<file path="src/rtl/pipeline_ctrl_pkg.sv">
// Shared definitions for the pipeline hazard/sequencing controller.
// Holds the RV32I opcodes the controller decodes, the PC-mux and forwarding
// select encodings, the NOP instruction word, the controller state type and
// small opcode-classification helpers used by the forwarding compare.
package pipeline_ctrl_pkg;

    localparam logic [6:0] OPC_LUI       = 7'b0110111;
    localparam logic [6:0] OPC_AUIPC     = 7'b0010111;
    localparam logic [6:0] OPC_JAL       = 7'b1101111;
    localparam logic [6:0] OPC_JALR      = 7'b1100111;
    localparam logic [6:0] OPC_BRANCH    = 7'b1100011;
    localparam logic [6:0] OPC_LOAD      = 7'b0000011;
    localparam logic [6:0] OPC_STORE     = 7'b0100011;
    localparam logic [6:0] OPC_ARI_ITYPE = 7'b0010011;
    localparam logic [6:0] OPC_ARI_RTYPE = 7'b0110011;

    localparam logic [1:0] PC_SEL_PC4  = 2'b00;
    localparam logic [1:0] PC_SEL_ALU  = 2'b01;
    localparam logic [1:0] PC_SEL_JALR = 2'b10;
    localparam logic [1:0] PC_SEL_HOLD = 2'b11;

    localparam logic [1:0] FWD_RF   = 2'b00;
    localparam logic [1:0] FWD_ALU  = 2'b01;
    localparam logic [1:0] FWD_LOAD = 2'b10;
    localparam logic [1:0] FWD_PC4  = 2'b11;

    // addi x0, x0, 0
    localparam logic [31:0] INSN_NOP = 32'h0000_0013;

    typedef enum logic [1:0] {
        ST_HOLD  = 2'd0,
        ST_RUN   = 2'd1,
        ST_FLUSH = 2'd2,
        ST_STALL = 2'd3
    } ctrl_state_t;

    // Where an s3 instruction's rd value comes from; FWD_RF means it
    // does not write rd at all and can never be a forwarding source.
    function automatic logic [1:0] fwd_source(input logic [6:0] opc);
        case (opc)
            OPC_ARI_RTYPE, OPC_ARI_ITYPE,
            OPC_LUI, OPC_AUIPC:      return FWD_ALU;
            OPC_LOAD:                return FWD_LOAD;
            OPC_JAL, OPC_JALR:       return FWD_PC4;
            default:                 return FWD_RF;
        endcase
    endfunction

    function automatic logic uses_rs1(input logic [6:0] opc);
        return !((opc == OPC_LUI) || (opc == OPC_AUIPC) || (opc == OPC_JAL));
    endfunction

    function automatic logic uses_rs2(input logic [6:0] opc);
        return (opc == OPC_ARI_RTYPE) || (opc == OPC_STORE) || (opc == OPC_BRANCH);
    endfunction

endpackage

</file>
<file path="src/rtl/pipeline_ctrl_fwd_unit.sv">
// s3 -> s2 forwarding compare (purely combinational).
// Ports:
//   instruction_s2  in  32  instruction currently in decode/execute
//   instruction_s3  in  32  instruction currently in memory/writeback
//   s3_valid        in  1   s3 holds a real instruction
//   forward_sel_1   out 2   rs1 operand source
//   forward_sel_2   out 2   rs2 operand source
module pipeline_ctrl_fwd_unit
    import pipeline_ctrl_pkg::*;
(
    input  logic [31:0] instruction_s2,
    input  logic [31:0] instruction_s3,
    input  logic        s3_valid,
    output logic [1:0]  forward_sel_1,
    output logic [1:0]  forward_sel_2
);

    logic [6:0] opc_s2;
    logic [6:0] opc_s3;
    logic [4:0] rs1_s2;
    logic [4:0] rs2_s2;
    logic [4:0] rd_s3;
    logic [1:0] src_s3;
    logic       s3_live;

    assign opc_s2 = instruction_s2[6:0];
    assign rs1_s2 = instruction_s2[19:15];
    assign rs2_s2 = instruction_s2[24:20];
    assign opc_s3 = instruction_s3[6:0];
    assign rd_s3  = instruction_s3[11:7];

    assign src_s3 = fwd_source(opc_s3);

    // x0 is hard-wired to zero, so a write to it is never a real producer.
    assign s3_live = s3_valid && (rd_s3 != 5'd0) && (src_s3 != FWD_RF);

    assign forward_sel_1 = (s3_live && uses_rs1(opc_s2) && (rs1_s2 == rd_s3)) ? src_s3 : FWD_RF;
    assign forward_sel_2 = (s3_live && uses_rs2(opc_s2) && (rs2_s2 == rd_s3)) ? src_s3 : FWD_RF;

    // Instruction fields this compare does not look at.
    logic unused_fields;
    assign unused_fields = ^{instruction_s2[31:25], instruction_s2[14:7], instruction_s3[31:12]};

endmodule

</file>
<file path="src/rtl/pipeline_ctrl.sv">
// Hazard and sequencing controller for the 3-stage core (IF / DX / MWB).
// Handles the post-reset fetch hold, control-flow redirect and wrong-path
// flush, I/O stall freeze, s3->s2 forwarding selects and the cycle /
// retired-instruction performance counters.
// Ports:
//   clk, rst                       clock, synchronous active-high reset
//   instruction_s2/_s3             instructions in s2 and s3
//   s3_valid                       s3 holds a real instruction
//   br_taken                       branch compare result for s2
//   io_stall                       freeze whole pipeline
//   cnt_clear                      zero both performance counters
//   pc_sel                         PC mux select
//   s1_en, s2_en                   pipeline register enables
//   kill_s2                        load NOP into s2 at next edge
//   forward_sel_1/_2               rs1/rs2 operand source selects
//   cycle_cnt, instret_cnt         performance counters
module pipeline_ctrl
    import pipeline_ctrl_pkg::*;
#(
    parameter int HOLD_CYCLES  = 2,
    parameter int FLUSH_CYCLES = 1,
    parameter int CNT_W        = 32
) (
    input  logic             clk,
    input  logic             rst,
    input  logic [31:0]      instruction_s2,
    input  logic [31:0]      instruction_s3,
    input  logic             s3_valid,
    input  logic             br_taken,
    input  logic             io_stall,
    input  logic             cnt_clear,
    output logic [1:0]       pc_sel,
    output logic             s1_en,
    output logic             s2_en,
    output logic             kill_s2,
    output logic [1:0]       forward_sel_1,
    output logic [1:0]       forward_sel_2,
    output logic [CNT_W-1:0] cycle_cnt,
    output logic [CNT_W-1:0] instret_cnt
);

    localparam int HW = (HOLD_CYCLES > 1) ? $clog2(HOLD_CYCLES) : 1;

    ctrl_state_t state, next_state;
    ctrl_state_t resume_state, next_resume;
    ctrl_state_t eff_state;
    logic [HW-1:0] hold_cnt, next_hold;
    logic [1:0]    flush_cnt, next_flush;

    logic [6:0] opc_s2;
    logic       redirect_alu;
    logic       redirect_jalr;

    assign opc_s2        = instruction_s2[6:0];
    assign redirect_alu  = (opc_s2 == OPC_JAL) || ((opc_s2 == OPC_BRANCH) && br_taken);
    assign redirect_jalr = (opc_s2 == OPC_JALR);

    // While stalled, the pipeline behaves as the interrupted state as soon
    // as io_stall drops, so leaving STALL costs no extra bubble and a
    // redirect waiting in s2 is taken on that very cycle.
    assign eff_state = (state == ST_STALL) ? resume_state : state;

    always_comb begin
        pc_sel      = PC_SEL_PC4;
        s1_en       = 1'b1;
        s2_en       = 1'b1;
        kill_s2     = 1'b0;
        next_state  = state;
        next_resume = resume_state;
        next_hold   = hold_cnt;
        next_flush  = flush_cnt;

        if (state == ST_HOLD) begin
            pc_sel  = PC_SEL_HOLD;
            s1_en   = 1'b0;
            s2_en   = 1'b0;
            kill_s2 = 1'b1;
            if (hold_cnt == '0) begin
                next_state = ST_RUN;
            end else begin
                next_hold = hold_cnt - HW'(1);
            end
        end else if (io_stall) begin
            // Stall outranks redirect; flush_cnt is left untouched so a
            // partially drained flush resumes where it stopped.
            pc_sel      = PC_SEL_HOLD;
            s1_en       = 1'b0;
            s2_en       = 1'b0;
            next_state  = ST_STALL;
            next_resume = eff_state;
        end else if (eff_state == ST_FLUSH) begin
            kill_s2 = 1'b1;
            if (flush_cnt == 2'd0) begin
                next_state = ST_RUN;
            end else begin
                next_state = ST_FLUSH;
                next_flush = flush_cnt - 2'd1;
            end
        end else begin
            next_state = ST_RUN;
            if (redirect_alu || redirect_jalr) begin
                pc_sel     = redirect_jalr ? PC_SEL_JALR : PC_SEL_ALU;
                kill_s2    = 1'b1;
                next_state = ST_FLUSH;
                next_flush = 2'(FLUSH_CYCLES - 1);
            end
        end
    end

    always_ff @(posedge clk) begin
        if (rst) begin
            state        <= ST_HOLD;
            resume_state <= ST_RUN;
            hold_cnt     <= HW'(HOLD_CYCLES - 1);
            flush_cnt    <= 2'd0;
            cycle_cnt    <= '0;
            instret_cnt  <= '0;
        end else begin
            state        <= next_state;
            resume_state <= next_resume;
            hold_cnt     <= next_hold;
            flush_cnt    <= next_flush;
            if (cnt_clear) begin
                cycle_cnt   <= '0;
                instret_cnt <= '0;
            end else if (state != ST_HOLD) begin
                cycle_cnt <= cycle_cnt + CNT_W'(1);
                if (s3_valid && !io_stall) begin
                    instret_cnt <= instret_cnt + CNT_W'(1);
                end
            end
        end
    end

    pipeline_ctrl_fwd_unit u_fwd (
        .instruction_s2 (instruction_s2),
        .instruction_s3 (instruction_s3),
        .s3_valid       (s3_valid),
        .forward_sel_1  (forward_sel_1),
        .forward_sel_2  (forward_sel_2)
    );

endmodule

</file>
<file path="config.mk">
export PLATFORM = sky130hd
export DESIGN_NAME = pipeline_ctrl
export DESIGN_NICKNAME = d
export VERILOG_FILES = /design/src/rtl/pipeline_ctrl_pkg.sv /design/src/rtl/pipeline_ctrl_fwd_unit.sv /design/src/rtl/pipeline_ctrl.sv
export SDC_FILE = /design/constraint.sdc
export NUM_CORES = 1
export LEC_CHECK = 0
export BUFFER_PORTS_ARGS = -buffer_cell sky130_fd_sc_hd__buf_2
export CAP_MARGIN = 20
export CORE_AREA = 2 2 89 91
export DETAILED_ROUTE_END_ITERATION = 7
export DIE_AREA = 0 0 91 93
export GPL_TIMING_DRIVEN = 0
export HOLD_SLACK_MARGIN = 0.05
export PLACE_DENSITY = 0.78
export REMOVE_ABC_BUFFERS = 1
export SYNTH_ARGS = -nofsm -noshare
export SYNTH_HDL_FRONTEND = slang
export SYNTH_SLANG_ARGS = --single-unit
</file>
<file path="constraint.sdc">
create_clock -name clk -period 2.05 [get_ports clk]
set_input_delay 0.205 -clock clk [delete_from_list [all_inputs] [get_ports clk]]
set_output_delay 0.205 -clock clk [all_outputs]
set_load 0.05 [all_outputs]
</file>
==> flow_summary.json, run 1 <==
{
  "r2r_start": "state[0]$_SDFFE_PP0P_",
  "design.portCount": 143,
  "holdWs_ps": 146,
  "setup_tns_ps": 0,
  "synthFlopType": "dfxtp_1",
  "fmax_mhz": 500,
  "cp_slowest_cell": "or3_1",
  "fin_crit_sh_pct": 97.6,
  "critical_path_class": "register to primary output",
  "endpoint": "pc_sel[1]",
  "grt_pass1_vias": 3051,
  "p_per_area_mw_per_mm2": 670,
  "setup.worst_path.start": "resume_state[1]$_SDFFE_PP0P_",
  "yosysWarnings": 0,
  "n_fill_cell": 709,
  "drive_above_1_share_pct": 26.1,
  "finalHoldViolations": 0,
  "layout_min_cycle_time_ps": 2000,
  "crit_arrival_ps": 1800,
  "async_flop_share_pct": 0,
  "status": "completed",
  "wl_per_cell_um": 12.4,
  "cp-start-kind": "register",
  "synth.area.top_cells": "dfxtp_1 (41%), xor2_1 (8.3%), nor2_1 (7.0%)",
  "drv_cap": 0,
  "cts_root_buf": "clkbuf_8",
  "cts_made_buffers": 9,
  "first_pass_iters": 4,
  "slew_headroom_pct": 44.7,
  "path_depth": 5,
  "syn_inst": 422,
  "peakVddDrop_v": 0.000300,
  "yosysSeqAreaShare_pct": 40.7,
  "cp_cell_sequence": "nor2b_1, o21a_1, or3_1, o31ai_1, buf_4",
  "yosysTopAreaCell": "dfxtp_1",
  "multi_input_area_mm2": 0.00196,
  "gp_congestion": 0.780,
  "rsz0062_at_grt": "yes",
  "clock_path_buffers": 2,
  "hp-class": "primary input to register",
  "fp-row-count": 32,
  "total_power_mw": 2.96,
  "dieArea_mm2": 0.00846,
  "io_buffer_count": 107,
  "core_area_mm2": 0.00753,
  "placed_area_mm2": 0.00411,
  "finish.instance_area_mm2": 0.00442,
  "grt_first_pass_wirelength_um": 13600,
  "finish.utilization_pct": 58.7,
  "cp.required_ps": 1850,
  "slew_viol_final": 0,
  "place_inst": 617,
  "cts_htree_levels": 3,
  "crit_buf_inv": 1,
  "cts_tree": "built",
  "route.vias.total": 3339,
  "path_clk_slew_ps": 80,
  "end_kind": "primary output",
  "vias_per_cell": 5.23,
  "n_antenna_cell": 0,
  "layout.cells.non_filler": 639,
  "grt_use_total_pct": 19.3,
  "worst_slew_pin_slew_ps": 828,
  "cpLargestDelayFamily": "simple AND/OR/NAND/NOR gates",
  "antenna_found_initial": 0,
  "final-setup-viol-count": 0,
  "fin_nets": 605,
  "drtIter0Drc": 131,
  "antenna_left": 0,
  "synth_top_area_share_pct": 40.7,
  "setup_ws_ps": 48.7,
  "syn_avg_cell_area_um2": 8.28,
  "rr_endpoint": "cycle_cnt[9]$_SDFFE_PP0N_",
  "die_w_um": 91,
  "worst-path-max-fanout": 3,
  "critPathMaxStageDelay_ps": 330,
  "dpl.hpwl_um": 5770,
  "insertion_delay_ps": 340,
  "register_area_mm2": 0.00143,
  "die_h_um": 93,
  "synth.cell_area_mm2": 0.00349,
  "reg2reg_setup_slack_ps": 50,
  "syn_to_final_growth_pct": 26.5,
  "cts.sinks": 71,
  "grt_overflow_total": 0,
  "drc": 0,
  "r2r_cells": 6,
  "ys_seq_elements": 71,
  "synth_edf_count": 0,
  "wl_um": 7910,
  "grt_max_degree": 51,
  "leakage_nw": 1.76,
  "start_util_pct": 46.4,
  "ys_types": 41,
  "finClkSkew_ps": 13.1,
  "dp_slack_ps": -318
}
[kinds of logic (layout without fill, tap and decap cells)]
| family | after synthesis | after routing | share of synthesized area, % |
|---|---|---|---|
| compound gates | 59 | 59 | 10.2 |
| xor+xnor | 59 | 59 | 14.8 |
| simple gates | 200 | 200 | 29.7 |
| flops | 71 | 71 | 40.7 |
| fa+ha+maj | 3 | 3 | 1.07 |
| buf+inv | 30 | 145 | 3.51 |
[cells in the mapped netlist, types with 2 or more instances]
| library cell | count |
|---|---|
| clkbuf_1 | 12 |
| nor2_1 | 65 |
| and3_1 | 9 |
| nand3_1 | 20 |
| buf_2 | 2 |
| or3_1 | 13 |
| o21ai_0 | 19 |
| inv_1 | 13 |
| o31ai_1 | 2 |
| a21o_1 | 2 |
| dfxtp_1 | 71 |
| nor4_1 | 5 |
| o22ai_1 | 2 |
| nor3_1 | 17 |
| ha_1 | 3 |
| or4_1 | 2 |
| o21a_1 | 3 |
| xor2_1 | 33 |
| nor2b_1 | 2 |
| nand2b_1 | 5 |
| buf_4 | 2 |
| o211ai_1 | 3 |
| nand2_1 | 24 |
| a21oi_1 | 21 |
| nand4_1 | 22 |
| xnor2_1 | 26 |
| and4_1 | 10 |
[sequential cells by signal (all words and copies together), names as in the netlist]
name          flops
instret_cnt      32
cycle_cnt        32
resume_state      2
flush_cnt         2
state             2
hold_cnt          1
[timing repair]
action / 4_1_cts / 5_1_grt
endpoints found under the setup margin: 20 / 10
buffers inserted: 2 / 4
hold buffers: 0 / 0
pin swaps: 1 / 3
gates resized for setup: 7 / 1
[worst reg2reg max path: stages, from the launching register on]
cell,delay [ps]
dfxtp_4,360
buf_4,160
o2111ai_1,690
nor2_1,220
and4_1,280
xnor2_1,120
nor2_1,50
[worst min path at each step]
stage	start	to	slack, ps	cells past startpoint
3_3_place_gp	hold_cnt$_SDFFE_PP1P_	state[0]$_SDFFE_PP0P_	450	1
6_report	rst	resume_state[1]$_SDFFE_PP0P_	150	2
5_1_grt	rst	flush_cnt[1]$_SDFFE_PP0P_	160	2
2_1_floorplan	rst	flush_cnt[0]$_SDFFE_PP0P_	280	1
4_1_cts	rst	resume_state[1]$_SDFFE_PP0P_	120	2
3_5_place_dp	hold_cnt$_SDFFE_PP1P_	state[0]$_SDFFE_PP0P_	440	1
[where the power goes]
part	internal (mW)	switching (mW)
Sequential	1.39	0.0142
Combinational	0.0768	0.135
Clock	0.812	0.537
[cell type report]
cell class,instances,area share [%]
inverter,14,1.19
clock buffer,9,2.80
timing repair buffer,115,13.8
clock inverter,7,2.75
sequential,71,32.3
multi-input combinational,321,44.3
tap,102,2.89
[routing by layer]
metal	routed length (um)	GRT usage [%]	part of all wire, %	up-vias
met2	3790	33.0	48	91
met5	0	0	0	-
met1	3570	24.5	45	1533
li1	-	-	-	1707
met3	457	3.14	5.8	8
met4	95	7.32	1.2	0
[layout by cell type (no fill, tap or decap), types with 2 or more instances in the layout]
| cell type | n |
|---|---|
| o22ai_1 | 2 |
| and3_1 | 9 |
| nand2_1 | 24 |
| nor2b_1 | 2 |
| nand2b_1 | 5 |
| a21o_1 | 2 |
| buf_2 | 106 |
| bufinv_16 | 3 |
| nor3_1 | 16 |
| ha_1 | 3 |
| nand4_1 | 22 |
| clkbuf_8 | 9 |
| and4_1 | 8 |
| or4_1 | 2 |
| o211ai_1 | 3 |
| buf_4 | 8 |
| o21ai_0 | 19 |
| or3_1 | 13 |
| nand3_1 | 20 |
| o31ai_1 | 2 |
| inv_1 | 13 |
| xnor2_1 | 26 |
| dfxtp_1 | 69 |
| xor2_1 | 33 |
| a21oi_1 | 21 |
| nor2_1 | 65 |
| nor4_1 | 5 |
| o21a_1 | 3 |
| clkinv_4 | 3 |
Power figures use the tool's default switching activity.
==> run 2: changes to the inputs <==
--- a/config.mk
+++ b/config.mk
@@ -13,6 +13,7 @@
 export GPL_TIMING_DRIVEN = 0
 export HOLD_SLACK_MARGIN = 0.05
 export PLACE_DENSITY = 0.78
+export RECOVER_POWER = 25
 export REMOVE_ABC_BUFFERS = 1
 export SYNTH_ARGS = -nofsm -noshare
 export SYNTH_HDL_FRONTEND = slang
==> flow_summary.json, run 2 (synthesis gave the netlist of run 1 again) <==
{
  "status": "completed",
  "crit_buf_inv": 1,
  "dieArea_mm2": 0.00846,
  "rsz0062_at_grt": "yes",
  "drive_above_1_share_pct": 20.9,
  "finalHoldViolations": 0,
  "die_w_um": 91,
  "top_regs": "cycle_cnt: 32 flops, instret_cnt: 32 flops",
  "path_depth": 5,
  "pwr-share-seq_pct": 47.3,
  "dpl.hpwl_um": 5770,
  "cts_tree": "built",
  "slew_headroom_pct": 44.8,
  "gp_congestion": 0.780,
  "n_fill_cell": 718,
  "power_switching_uw": 686,
  "critPathMaxStageDelay_ps": 330,
  "p_clk_share_pct": 45.5,
  "wl_per_cell_um": 12.5,
  "r2r_cells": 6,
  "syn_to_final_growth_pct": 25.5,
  "worst_slew_pin_slew_ps": 827,
  "grt_use_total_pct": 19.3,
  "cts_htree_levels": 3,
  "r2r_start": "state[0]$_SDFFE_PP0P_",
  "fin_crit_sh_pct": 97.5,
  "crit_arrival_ps": 1790,
  "grt_max_degree": 51,
  "hp-class": "primary input to register",
  "cts_root_buf": "clkbuf_8",
  "cp_slowest_cell": "or3_1",
  "layout.cells.non_filler": 639,
  "insertion_delay_ps": 340,
  "total_power_mw": 2.96,
  "layout_min_cycle_time_ps": 2000,
  "die_h_um": 93,
  "antenna_found_initial": 0,
  "wl_um": 7960,
  "hold_buffers": 0,
  "mostFrequentLayoutCell": "buf_2",
  "placed_area_mm2": 0.00411,
  "p_int_mw": 2.28,
  "dp_slack_ps": -318,
  "route.vias.total": 3334,
  "drc": 0,
  "finish.instance_area_mm2": 0.00438,
  "io_buffer_count": 107,
  "cpLargestDelayFamily": "simple AND/OR/NAND/NOR gates",
  "worst-path-max-fanout": 3,
  "cts.sinks": 71,
  "combPwrFrac_pct": 7.1,
  "drv_cap": 0,
  "reg2reg_setup_slack_ps": 50,
  "antenna_left": 0,
  "setup_tns_ps": 0,
  "endpoint": "pc_sel[1]",
  "clock_path_buffers": 2,
  "leakage_nw": 1.64,
  "setup_ws_ps": 50.4,
  "design.portCount": 143,
  "critical_path_class": "register to primary output",
  "grt_overflow_total": 0,
  "p_per_area_mw_per_mm2": 676,
  "final-setup-viol-count": 0,
  "fmax_mhz": 500,
  "most-common-layout-cells": "buf_2 (78), dfxtp_1 (69), nor2_1 (65)",
  "cts_made_buffers": 9,
  "end_kind": "primary output",
  "n_antenna_cell": 0,
  "core_area_mm2": 0.00753,
  "setup.worst_path.start": "resume_state[1]$_SDFFE_PP0P_",
  "fin_nets": 605,
  "peakVddDrop_v": 0.000300,
  "grt_pass1_vias": 3051,
  "rr_endpoint": "cycle_cnt[9]$_SDFFE_PP0N_",
  "drtIter0Drc": 124,
  "grt_first_pass_wirelength_um": 13600,
  "fp-row-count": 32,
  "cp_cell_sequence": "nor2b_1, o21a_1, or3_1, o31ai_1, buf_4",
  "start_util_pct": 46.4,
  "cp-start-kind": "register",
  "cp.required_ps": 1850,
  "path_clk_slew_ps": 80,
  "place_inst": 617,
  "finClkSkew_ps": 13.2,
  "vias_per_cell": 5.22,
  "p_sw_share_pct": 23.2,
  "slew_viol_final": 0,
  "first_pass_iters": 4
}
-- run 2: cell count changes in the layout (fill, tap and decap cells not counted), sizes merged --
cell / delta
buf: -28
clkbuf: +28
-- run 2: how the worst min path moves through the flow --
stage                     depth (start not counted)                           end  slack, ps             startpoint
final                                             2  resume_state[1]$_SDFFE_PP0P_        150                    rst
after global routing                              2     flush_cnt[1]$_SDFFE_PP0P_        160                    rst
after CTS                                         2  resume_state[1]$_SDFFE_PP0P_        120                    rst
after detailed placement                          1         state[0]$_SDFFE_PP0P_        440  hold_cnt$_SDFFE_PP1P_
after global placement                            1         state[0]$_SDFFE_PP0P_        450  hold_cnt$_SDFFE_PP1P_
after floorplan                                   1     flush_cnt[0]$_SDFFE_PP0P_        280                    rst
-- run 2: cell type report --
type                            count  area [um2]  share of cell area (%)
Multi-Input combinational cell    321        1960                    44.6
Sequential cell                    71        1430                    32.5
Timing Repair Buffer              115         576                    13.1
Tap cell                          102         128                    2.91
Clock buffer                        9         124                    2.83
Clock inverter                      7         121                    2.77
Inverter                           14        52.6                    1.20
-- run 2: power by group through the flow --
stage / Sequential [mW] / Combinational (mW) / Clock (mW)
after floorplan: 1.44 / 0.111 / 0
after global placement: 1.44 / 0.191 / 0
after detailed placement: 1.44 / 0.200 / 0
after CTS: 1.40 / 0.213 / 1.39
after global routing: 1.40 / 0.234 / 1.44
final: 1.40 / 0.212 / 1.35
-- run 2: what timing repair did --
| item | in CTS | in global routing |
|---|---|---|
| endpoints found under the setup margin | 20 | 10 |
| resized for setup | 7 | 1 |
| buffers inserted | 2 | 4 |
| pin swaps | 1 | 3 |
-- run 2: through the flow --
step | hold slack (ps) | util (%)
2_1_floorplan | 277 | -
3_3_place_gp | 445 | 54.3
3_5_place_dp | 436 | 54.6
4_1_cts | 119 | 58.3
5_1_grt | 158 | 58.2
6_report | 147 | 58.2
-- run 2: per-layer routing --
metal | global-route usage, % | share of wire (%) | up-vias | wire length [um]
li1 | - | - | 1704 | -
met1 | 24.5 | 46 | 1529 | 3640
met2 | 33.0 | 47 | 93 | 3760
met3 | 3.14 | 5.8 | 8 | 464
met4 | 7.32 | 1.2 | 0 | 95
met5 | 0 | 0 | - | 0
